## src/rtl/window_addr_sequencer.sv

```systemverilog
// Emits a sequence of K-slot address windows over a circular SIZE-slot array.
// Each window is presented with a slot list, per-slot offset map and hit mask.
module window_addr_sequencer #(
  parameter int SIZE  = 16,
  parameter int K     = 8,
  parameter int CNT_W = 8,
  localparam int AW   = $clog2(SIZE),
  localparam int KW   = $clog2(K)
) (
  input  logic                clk,
  input  logic                rst,
  input  logic                start,
  input  logic [AW-1:0]       base_in,
  input  logic [AW-1:0]       stride_in,
  input  logic [CNT_W-1:0]    num_win_in,
  input  logic                out_ready,
  output logic                out_valid,
  output logic [AW*K-1:0]     gen_nums,
  output logic [SIZE*KW-1:0]  sel_map,
  output logic [SIZE-1:0]     hit_mask,
  output logic [CNT_W-1:0]    win_idx,
  output logic                busy,
  output logic                done,
  output logic [1:0]          state_dbg
);

  typedef enum logic [1:0] {
    IDLE = 2'd0,
    RUN  = 2'd1,
    DONE = 2'd2
  } state_t;

  localparam logic [AW:0] SIZE_E = (AW+1)'(SIZE);
  localparam logic [AW:0] K_E    = (AW+1)'(K);

  state_t           state, state_nxt;
  logic [AW-1:0]    base, stride;
  logic [CNT_W-1:0] count, idx;
  logic             accept, hs, last;
  logic [AW:0]      slot_off;

  // Both operands are already below SIZE, so one conditional subtract wraps the sum.
  function automatic logic [AW-1:0] mod_add(input logic [AW-1:0] a, input logic [AW-1:0] b);
    logic [AW:0] sum;
    sum = {1'b0, a} + {1'b0, b};
    if (sum >= SIZE_E) sum = sum - SIZE_E;
    return sum[AW-1:0];
  endfunction

  function automatic logic [AW-1:0] mod_reduce(input logic [AW-1:0] x);
    logic [AW:0] v;
    v = {1'b0, x};
    if (v >= SIZE_E) v = v - SIZE_E;
    return v[AW-1:0];
  endfunction

  // Handshake: a window transfers on a rising edge where out_valid & out_ready;
  // out_valid never drops and outputs never change until that transfer.
  assign accept = (state == IDLE) && start && (num_win_in != '0);
  assign hs     = (state == RUN) && out_ready;
  assign last   = (idx == count - CNT_W'(1));

  always_ff @(posedge clk) begin
    if (rst) state <= IDLE;
    else     state <= state_nxt;
  end

  always_comb begin
    state_nxt = state;
    case (state)
      IDLE:    if (accept) state_nxt = RUN;
      RUN:     if (hs && last) state_nxt = DONE;
      DONE:    state_nxt = IDLE;
      default: state_nxt = IDLE;
    endcase
  end

  always_ff @(posedge clk) begin
    if (rst) begin
      base   <= '0;
      stride <= '0;
      count  <= '0;
      idx    <= '0;
    end else if (accept) begin
      base   <= mod_reduce(base_in);
      stride <= mod_reduce(stride_in);
      count  <= num_win_in;
      idx    <= '0;
    end else if (hs && !last) begin
      base <= mod_add(base, stride);
      idx  <= idx + CNT_W'(1);
    end
  end

  // Window decode works from the registered base only; everything is zero outside RUN.
  always_comb begin
    gen_nums = '0;
    sel_map  = '0;
    hit_mask = '0;
    win_idx  = '0;
    slot_off = '0;
    if (state == RUN) begin
      win_idx = idx;
      for (int j = 0; j < K; j++) begin
        gen_nums[j*AW +: AW] = mod_add(base, AW'(j));
      end
      for (int i = 0; i < SIZE; i++) begin
        slot_off = {1'b0, AW'(i)} + SIZE_E - {1'b0, base};
        if (slot_off >= SIZE_E) slot_off = slot_off - SIZE_E;
        if (slot_off < K_E) begin
          hit_mask[i]          = 1'b1;
          sel_map[i*KW +: KW]  = slot_off[KW-1:0];
        end
      end
    end
  end

  assign out_valid = (state == RUN);
  assign busy      = (state != IDLE);
  assign done      = (state == DONE);
  assign state_dbg = state;

endmodule

```

## config.mk

```make
export PLATFORM = sky130hd
export DESIGN_NAME = window_addr_sequencer
export DESIGN_NICKNAME = d
export VERILOG_FILES = /design/src/rtl/window_addr_sequencer.sv
export SDC_FILE = /design/constraint.sdc
export NUM_CORES = 1
export LEC_CHECK = 0
export ABC_AREA = 1
export CAP_MARGIN = 10
export CORE_ASPECT_RATIO = 1.2
export CORE_UTILIZATION = 41
export DETAILED_ROUTE_END_ITERATION = 7
export PLACE_DENSITY = 0.94
export SLEW_MARGIN = 15
export SYNTH_ARGS = -nofsm -noshare
export SYNTH_HDL_FRONTEND = slang
export SYNTH_SLANG_ARGS = --single-unit
```

## constraint.sdc

```tcl
create_clock -name clk -period 2.45 [get_ports clk]
set_input_delay 0.245 -clock clk [delete_from_list [all_inputs] [get_ports clk]]
set_output_delay 0.245 -clock clk [all_outputs]
set_load 0.02 [all_outputs]
```

==> flow_summary.toml <==
[run_status]
status = "completed"

[pwr]
peakVddDrop_v = 0.000336
power_density_nw_per_um2 = 455
p_leak_uw = 0.00241

[global_route]
grt_use_met2_pct = 50.0
grt.overflow.total = 0
met3_usage_pct = 4.06
gr-max-usage-layer = "met2"
grt_use_met1_pct = 25.9
grt_max_degree = 18
antenna_found_initial = 0
grt.total_usage_pct = 25.5
grt_pass1_vias = 2946
grt_pass1_wl_um = 13200

[clock_tree]
cts_tree = "built"
cts_sinks = 26
cts_hold_buf = 0
htreeDepth = 1
cts_buffers = 3
path_clk_slew_ns = 0.09
cts_root_buffer = "clkbuf_8"
clk_latency_ns = 0.27
cts_buffer_depth = 2

[logic_synthesis]
synth.yosys.warnings = 0
synth_cell_types = 32
synth_fp_nets = 469
syn_inst = 432
syn_avg_cell_area_um2 = 5.99
seq_area_frac_synth_pct = 20.1
ys_ff_latch = 26
syn_area_um2 = 2590

[placed_design]
dp_hpwl_um = 7050
port_buffers = 128
gp_routability_congestion = 0.885
dp_slack_ns = 0.0767
dp.cells = 631
placement.cell_area_um2 = 3950

[sta]
finalSetupTns_ns = 0
relSlewSlack_pct = 58.6
setup_viol = 0
timing.fmax_mhz = 418
tightest_slew_ns = 0.620
final-max-slew-violation-count = 0
period_needed_ns = 2.39
finalWorstSetupSlack_ns = 0.0573
post-route-period-util_pct = 97.7
skew_ns = 0.00287
final_hold_viol_count = 0

[floorplan]
die_x_um = 74.5
start_util_pct = 42.8
core_area_um2 = 6050
die_h_um = 89.0
num_rows = 31
ios = 129
die_area_um2 = 6630

[hold_path]
hold_class = "reg2reg"

[route]
wl_per_cell_um = 14.4
drc = 0
via_per_inst = 5.02
detail-route-antenna-nets = 0
postRouteWirelength_um = 9150
drtIter0Drc = 116
vias = 3199
drt_pass1_iterations = 5

[finish]
finalNetCount = 593
fin_area_um2 = 4100
final_cells = 637
antenna_cells = 0
fillers = 500
area_growth_pct = 58.3
fin_util_pct = 67.7
drive_above_1_share_pct = 13.3

[critical_path]
crit_path_max_incr_delay_ns = 0.62
critPathTopFamily = "buffers and inverters"
end_kind = "output pin"
slowest_stage = "clkdlybuf4s50_1"
cp_cell_sequence = "buf_4 > ha_1 > xor2_2 > inv_1 > nor2_1 > clkdlybuf4s50_1"
critical_path_buf_inv_count = 3
crit_type = "reg2out"
worst_ep_required_time_ns = 2.20
arrival_ns = 2.15
cp_max_fo = 11
cp-start-kind = "flop"

[run]
drv_cap = 0
-- logic make-up after synthesis --
logic type,count (synthesis),synth area share [%]
AND/OR/NAND/NOR,239,39.5
buffers and inverters,94,16.2
AO/OA/AOI/OAI,34,8.32
flip-flops,26,20.1
XOR/XNOR,22,7.45
adder cells (fa/ha/maj),17,8.51
-- sequential cells by signal, summed over array words and instances (netlist names) --
signal     cells
idx            8
stride         4
state_dbg      2
base           4
count          8
-- report_power, final --
part	internal (uW)	leakage, uW	switching (uW)
clock	219	0.0000357	142
sequential	448	0.000214	25.1
combinational	409	0.00216	622
total	1080	0.00241	789
-- layout by cell type (no fill, tap or decap), drive strengths merged, types with 18 or more instances in the layout --
master         netlist  routed
inv                 64      63
buf                 24      21
nand2               78      78
dlymetal6s2s         0      33
nor2               126     126
dlygate4sd2          0      18
nand3               23      23
clkdlybuf4s50        0      69
dfxtp               26      26
-- cell type report --
| type | count | area [um2] | share of cell area (%) |
|---|---|---|---|
| sequential | 26 | 522 | 12.7 |
| timing repair buffer | 149 | 1480 | 36.2 |
| tap | 82 | 103 | 2.51 |
| clock buffer | 3 | 41.3 | 1.01 |
| multi-input combinational | 312 | 1670 | 40.9 |
| clock inverter | 1 | 30.0 | 0.733 |
| inverter | 64 | 244 | 5.96 |
-- path summary, 6_finish.rpt --
check	start	endpoint	slack [ns]	cells after the start
max	base[0]	gen_nums[6]	0.06	6
min	stride[0]	stride[0]	0.51	2
max reg2reg	count[0]	base[2]	0.40	14
min reg2reg	stride[0]	stride[0]	0.51	2
-- Yosys cell counts (all sizes together) --
cell type	count	area, um2
a211oi	1	7.51
a21oi	16	118
and2	1	6.26
buf	24	155
clkbuf	6	22.5
dfxtp	26	521
fa	1	20.0
ha	16	200
inv	64	240
nand2	78	325
nand3	23	128
nand4	2	12.5
nor2	126	500
nor3	6	30.0
nor4	2	12.5
o21ai	16	83.8
o22ai	1	6.26
or2	1	6.26
xnor2	6	52.6
xor2	16	140
-- tightest hold or removal path: stages (launching register included) --
cell and delay [ns]:
dfxtp_1 0.33, nor2_1 0.10, nor2_1 0.05
-- through the flow --
stage               hold slack, ns  total power (uW)
floorplan                    0.314              1090
CTS                          0.509              1860
detailed placement           0.493              1510
finish                       0.512              1870
global placement             0.476              1480
global route                 0.535              1970
-- metal layers --
metal / share of wire (%) / vias to the layer above
li1: - / 1541
met2: 52 / 148
met4: 3.0 / 0
met3: 7.6 / 26
met1: 37 / 1484
met5: 0 / -
-- repair_timing --
action	CTS	global route
endpoints found under the setup margin	37	46
setup buffers	2	0
resized for setup	30	49
pin swaps	0	0
Power figures use the tool's default switching activity.
